<file path="src/rtl/stopwatch_pkg.sv">
// Shared definitions for the stopwatch time base: FSM encoding, field widths and field limits.
package stopwatch_pkg;

    typedef enum logic [1:0] {
        ST_IDLE  = 2'd0,
        ST_RUN   = 2'd1,
        ST_PAUSE = 2'd2,
        ST_SAT   = 2'd3
    } state_t;

    localparam int HOURS_W = 4;
    localparam int MIN_W   = 6;
    localparam int SEC_W   = 6;
    localparam int MS_W    = 10;

    localparam int MS_MAX  = 999;
    localparam int SEC_MAX = 59;
    localparam int MIN_MAX = 59;

    // Snapshot of one displayed time value, hours in the top bits.
    typedef struct packed {
        logic [HOURS_W-1:0] hours;
        logic [MIN_W-1:0]   minutes;
        logic [SEC_W-1:0]   seconds;
        logic [MS_W-1:0]    milliseconds;
    } time_t;

endpackage

</file>
<file path="src/rtl/stopwatch_controller_mod_counter.sv">
// Modulo-N counter with increment enable, carry-out, hold and synchronous clear.
module mod_counter
    import stopwatch_pkg::*;
#(
    parameter int N = 10,
    parameter int W = 4
) (
    input  logic         clk,
    input  logic         reset,
    input  logic         clear,
    input  logic         inc_en,
    input  logic         hold,
    output logic [W-1:0] count,
    output logic         carry_out
);

    localparam logic [W-1:0] LAST = W'(N - 1);

    // Carry does not depend on hold, so hold may be derived from the chain carry without a loop.
    assign carry_out = inc_en && (count == LAST);

    always_ff @(posedge clk) begin
        if (reset || clear) begin
            count <= '0;
        end else if (inc_en && !hold) begin
            count <= carry_out ? '0 : count + 1'b1;
        end
    end

endmodule

</file>
<file path="src/rtl/stopwatch_controller.sv">
// Stopwatch time base: ms prescaler, cascaded ms/s/min/h counters, run/pause/clear FSM, frame-synced display.
// Optional lap freeze of the display is enabled by defining STOPWATCH_LAP_HOLD_EN.
module stopwatch_controller
    import stopwatch_pkg::*;
#(
    parameter int CLK_FREQ_HZ = 50000000,
    parameter int TICK_DIV    = CLK_FREQ_HZ / 1000,
    parameter int MAX_HOURS   = 9
) (
    input  logic               clk,
    input  logic               reset,
    input  logic               start_stop,
    input  logic               clear,
    input  logic               lap,
    input  logic               frame_start,
    output logic [HOURS_W-1:0] hours,
    output logic [MIN_W-1:0]   minutes,
    output logic [SEC_W-1:0]   seconds,
    output logic [MS_W-1:0]    milliseconds,
    output logic               running,
    output logic               overflow
);

    localparam int            PW        = $clog2(TICK_DIV);
    localparam logic [PW-1:0] TICK_LAST = PW'(TICK_DIV - 1);

    state_t             state;
    logic [PW-1:0]      presc;
    logic               tick;
    logic               terminal;
    logic               lap_hold;

    logic [MS_W-1:0]    ms_count;
    logic [SEC_W-1:0]   sec_count;
    logic [MIN_W-1:0]   min_count;
    logic [HOURS_W-1:0] hour_count;
    logic               ms_carry;
    logic               sec_carry;
    logic               min_carry;
    logic               hour_carry;

    assign tick     = (state == ST_RUN) && (presc == TICK_LAST);
    // Carry out of the hours stage means this tick would wrap MAX_HOURS:59:59.999.
    assign terminal = hour_carry;

    always_ff @(posedge clk) begin
        if (reset || clear) begin
            presc <= '0;
        end else if (state == ST_RUN) begin
            presc <= tick ? '0 : presc + 1'b1;
        end
    end

    always_ff @(posedge clk) begin
        if (reset || clear) begin
            state    <= ST_IDLE;
            running  <= 1'b0;
            overflow <= 1'b0;
        end else begin
            case (state)
                ST_IDLE: begin
                    if (start_stop) begin
                        state   <= ST_RUN;
                        running <= 1'b1;
                    end
                end
                ST_RUN: begin
                    if (terminal) begin
                        state    <= ST_SAT;
                        running  <= 1'b0;
                        overflow <= 1'b1;
                    end else if (start_stop) begin
                        state   <= ST_PAUSE;
                        running <= 1'b0;
                    end
                end
                ST_PAUSE: begin
                    if (start_stop) begin
                        state   <= ST_RUN;
                        running <= 1'b1;
                    end
                end
                ST_SAT: begin
                    overflow <= 1'b1;
                end
                default: begin
                    state    <= ST_IDLE;
                    running  <= 1'b0;
                    overflow <= 1'b0;
                end
            endcase
        end
    end

    mod_counter #(.N(MS_MAX + 1), .W(MS_W)) u_ms (
        .clk       (clk),
        .reset     (reset),
        .clear     (clear),
        .inc_en    (tick),
        .hold      (terminal),
        .count     (ms_count),
        .carry_out (ms_carry)
    );

    mod_counter #(.N(SEC_MAX + 1), .W(SEC_W)) u_sec (
        .clk       (clk),
        .reset     (reset),
        .clear     (clear),
        .inc_en    (ms_carry),
        .hold      (terminal),
        .count     (sec_count),
        .carry_out (sec_carry)
    );

    mod_counter #(.N(MIN_MAX + 1), .W(MIN_W)) u_min (
        .clk       (clk),
        .reset     (reset),
        .clear     (clear),
        .inc_en    (sec_carry),
        .hold      (terminal),
        .count     (min_count),
        .carry_out (min_carry)
    );

    mod_counter #(.N(MAX_HOURS + 1), .W(HOURS_W)) u_hours (
        .clk       (clk),
        .reset     (reset),
        .clear     (clear),
        .inc_en    (min_carry),
        .hold      (terminal),
        .count     (hour_count),
        .carry_out (hour_carry)
    );

`ifdef STOPWATCH_LAP_HOLD_EN
    always_ff @(posedge clk) begin
        if (reset || clear) begin
            lap_hold <= 1'b0;
        end else if (lap && !start_stop && (state == ST_RUN)) begin
            lap_hold <= !lap_hold;
        end
    end
`else
    logic unused_lap;
    assign unused_lap = lap;
    assign lap_hold   = 1'b0;
`endif

    // A clear in the same cycle as frame_start loads zero, so the drawer never sees stale time.
    always_ff @(posedge clk) begin
        if (reset) begin
            hours        <= '0;
            minutes      <= '0;
            seconds      <= '0;
            milliseconds <= '0;
        end else if (frame_start && (clear || !lap_hold)) begin
            if (clear) begin
                hours        <= '0;
                minutes      <= '0;
                seconds      <= '0;
                milliseconds <= '0;
            end else begin
                hours        <= hour_count;
                minutes      <= min_count;
                seconds      <= sec_count;
                milliseconds <= ms_count;
            end
        end
    end

endmodule

</file>
<file path="config.mk">
export PLATFORM = sky130hd
export DESIGN_NAME = stopwatch_controller
export DESIGN_NICKNAME = d
export VERILOG_FILES = /design/src/rtl/stopwatch_pkg.sv /design/src/rtl/stopwatch_controller_mod_counter.sv /design/src/rtl/stopwatch_controller.sv
export SDC_FILE = /design/constraint.sdc
export NUM_CORES = 1
export LEC_CHECK = 0
export BUFFER_PORTS_ARGS = -buffer_cell sky130_fd_sc_hd__clkbuf_2
export CORE_ASPECT_RATIO = 0.8
export CORE_MARGIN = 10
export CORE_UTILIZATION = 52
export CTS_BUF_LIST = sky130_fd_sc_hd__clkbuf_4 sky130_fd_sc_hd__clkbuf_8 sky130_fd_sc_hd__clkbuf_16
export CTS_CLUSTER_DIAMETER = 100
export CTS_CLUSTER_SIZE = 20
export DETAILED_ROUTE_END_ITERATION = 12
export GPL_TIMING_DRIVEN = 0
export PLACE_DENSITY = 0.74
export SLEW_MARGIN = 15
export SYNTH_ARGS = -nofsm -noshare
export SYNTH_HDL_FRONTEND = slang
export SYNTH_SLANG_ARGS = --single-unit
</file>
<file path="constraint.sdc">
create_clock -name clk -period 2.5 [get_ports clk]
set_clock_uncertainty 0.2 [all_clocks]
set_input_delay 0.125 -clock clk [delete_from_list [all_inputs] [get_ports clk]]
set_output_delay 0.125 -clock clk [all_outputs]
set_load 0.02 [all_outputs]
</file>
==> flow_summary.toml <==
[setup_path]
critPathMaxStageDelay_ns = 0.51
cp_num_cells = 7
critPathLaunchType = "flop"
path_common_cell = "or4_4"
path_cells = "ha_4, nand4bb_4, or4_4, buf_6, or2_4, or4_4, a21oi_2"
r2r_cells = 7
critPathRequiredTime_ns = 2.59
crit_type = "flop to flop"
r2r_slack_ns = 0.06
cp_max_fo = 6
critPathTopFamily = "simple AND/OR/NAND/NOR gates"
slowest_stage = "or4_4"
cp.buffers_inverters = 1
cp-end-kind = "flop"
cp_data_arrival_time_ns = 2.52

[floorplanning]
io_pins = 34
die_h_um = 88.2
core-area_sq_um = 5560
start_util_pct = 54.4
die-area_sq_um = 9280
rows = 24
chipWidth_um = 105

[synth]
yosysUniqueCellTypes = 45
ys_warn_count = 0
avgSynthCellArea_sq_um = 9.39
ys_ff_latch = 72
syn_area_sq_um = 3020
syn_nets = 334
ys_seq_area_share_pct = 47.7
synthCells = 322

[drt]
wirelength_um = 6750
drt-pass1-iter-count = 4
routedWlPerCell_um = 14.6
vias_per_cell = 5.51
dr.first_iter.drc_count = 186
drc = 0
antenna_left = 0
vias = 2549

[clock_tree]
cts_buffers = 9
cts-root-buf = "clkbuf_8"
clock_latency_ns = 0.35
htree_num_levels = 3
cts_buffer_depth = 2
cts.sinks = 72
clk_pin_slew_worst_paths_ns = 0.07
cts_tree = "yes"

[placed_design]
place_area_sq_um = 3280
place_inst = 432
numPortBuffers = 32
dp_hpwl_um = 4630
gp_congestion = 0.844

[timing]
grt_setup_unrepaired = "false"
finalCriticalPeriod_ns = 2.44
tightestPinTransition_ns = 0.696
setup_viol = 0
min_period_over_period_pct = 97.5
finalHoldViolations = 0
slew_violations = 0
relSlewSlack_pct = 53.2
max_freq_mhz = 410

[pwr]
p_total_uw = 2110
powerDensity_nw_per_um2 = 570
leakagePower_uw = 0.00136
seq_power_share_pct = 54.5
pwr-share-comb_pct = 2.4
p_sw_uw = 463
p_int_uw = 1640
ir_drop_v = 0.000407
switching_share_pct = 22.0
pwr-share-clk_pct = 43.0

[global_route]
grt_pass1_wl_um = 11200
antenna_found_initial = 0
track_usage_pct = 14.8
grt_max_degree = 13
gr-total-overflow = 0
grt_pass1_vias = 2295

[worst_hold_path]
worstHoldPathType = "primary input to flop"
hold_depth = 3

[cells_and_area]
final_common_cell = "dfxtp_1"
drive_above_1_share_pct = 22.6
fillCellCount = 455
finalNonFillerCells = 463
diodes = 0
layout_common_cells = "dfxtp_1, nor2_1, clkbuf_2"
final_nets = 393
utilization_pct = 66.5
area_growth_syn_to_layout_pct = 22.3
final_area_sq_um = 3700

[run]
max_cap_viol_count = 0

[status]
status = "finished, final reports clean"
==> synthesized netlist by cell type <==
library cell | instances | share of area, %
nor4bb_1 | 1 | 0.33
a31oi_1 | 1 | 0.21
a21o_1 | 1 | 0.25
xnor2_1 | 14 | 4.1
inv_1 | 6 | 0.74
nand2b_1 | 1 | 0.21
o2111ai_1 | 1 | 0.29
nand2_1 | 19 | 2.4
nand4b_4 | 1 | 0.79
o21ai_1 | 2 | 0.33
nor4_1 | 6 | 1.2
nor3_1 | 6 | 0.99
and4_2 | 1 | 0.33
nor4b_1 | 2 | 0.58
a21oi_1 | 18 | 3.0
xor2_1 | 10 | 2.9
a21oi_2 | 1 | 0.29
or2_2 | 3 | 0.62
nand3_1 | 12 | 2.0
nand4_1 | 10 | 2.1
nand4b_1 | 2 | 0.58
mux2i_1 | 2 | 0.66
or2_4 | 1 | 0.29
nor3b_1 | 3 | 0.74
and4b_1 | 2 | 0.66
or4_1 | 3 | 0.74
and2_1 | 1 | 0.21
a31o_2 | 1 | 0.29
o21ai_0 | 14 | 2.3
and3_1 | 5 | 1.0
dfxtp_1 | 72 | 48
a221oi_1 | 1 | 0.29
clkbuf_1 | 9 | 1.1
o211ai_1 | 1 | 0.25
buf_2 | 1 | 0.17
or3_1 | 10 | 2.1
o21a_1 | 1 | 0.25
ha_1 | 6 | 2.5
or4_4 | 1 | 0.37
nor2_1 | 35 | 4.3
o31ai_1 | 2 | 0.50
and4_1 | 3 | 0.87
nand4bb_1 | 1 | 0.37
a22o_1 | 26 | 7.5
nor2b_1 | 3 | 0.62
==> final cells by class <==
| class | instances | area (sq um) | share of cell area [%] |
|---|---|---|---|
| plain buffers | 10 | 48.8 | 1.32 |
| clock inverters | 5 | 56.3 | 1.52 |
| clock buffers | 10 | 138 | 3.72 |
| repair buffers | 48 | 290 | 7.85 |
| well taps | 78 | 97.6 | 2.64 |
| flip-flops and latches | 72 | 1450 | 39.3 |
| multi-input cells | 234 | 1590 | 43.0 |
| inverters | 6 | 22.5 | 0.609 |
==> timing repair <==
item | in CTS | in global routing
buffers inserted | 5 | 7
hold endpoints to repair | 4 | 1
gates resized for setup | 16 | 12
endpoints found under the setup margin | 25 | 38
hold buffers | 3 | 1
pin swaps | 2 | 2
==> registers in the layout, indices dropped and copies added (netlist names) <==
register and cells:
u_hours.count 4, hours 4, presc 16, overflow 1
u_min.count 6, running 1, seconds 6, state 2
u_sec.count 6, milliseconds 10, minutes 6, u_ms.count 10
==> cell families (layout without fill, tap and decap cells) <==
family | Yosys count | count (layout) | synth area share (%)
AND/OR/NAND/NOR | 132 | 132 | 24.4
flip-flops | 72 | 72 | 47.7
AO/OA/AOI/OAI | 70 | 70 | 15.8
XOR/XNOR | 24 | 24 | 6.95
buffers and inverters | 16 | 79 | 2.03
adder cells (fa/ha/maj) | 6 | 6 | 2.48
multiplexers | 2 | 2 | 0.662
==> metal layers <==
metal  vias up  GRT usage (%)  wire length, um
li1       1297              -                -
met1      1192           19.4             3460
met2        53           21.4             2840
met3         7           5.58              386
met4         0           5.72               68
met5         -              0                0
==> worst min-delay path: stages <==
cell      delay [ns]
clkbuf_2        0.10
nor2_1          0.13
a22o_1          0.20
==> through the flow <==
stage	setup WS (ns)	TNS [ns]	hold WS, ns
finish	0.0625	0	0.0605
global route	0.00596	0	0.0632
CTS	0.0125	0	0.0131
detailed placement	-0.408	-6.08	0.212
global placement	-0.349	-5.12	0.201
floorplan	0.0375	0	0.0256
==> final timing paths <==
check,startpoint,end
worst min register to register,milliseconds[4]$_SDFFE_PP0P_,milliseconds[4]$_SDFFE_PP0P_
worst min-delay path,frame_start,milliseconds[5]$_SDFFE_PP0P_
worst max register to register,u_ms.count[1]$_SDFFE_PP0P_,u_min.count[5]$_SDFFE_PP0P_
worst max-delay path,u_ms.count[1]$_SDFFE_PP0P_,u_min.count[5]$_SDFFE_PP0P_
==> power by group through the flow <==
stage / clock network, uW / registers [uW] / logic (uW)
2_1_floorplan: 0 / 1180 / 27.7
3_3_place_gp: 0 / 1180 / 44.9
3_5_place_dp: 0 / 1180 / 45.6
4_1_cts: 931 / 1150 / 49.7
5_1_grt: 980 / 1150 / 57.0
6_report: 907 / 1150 / 51.0
Power figures use the tool's default switching activity.
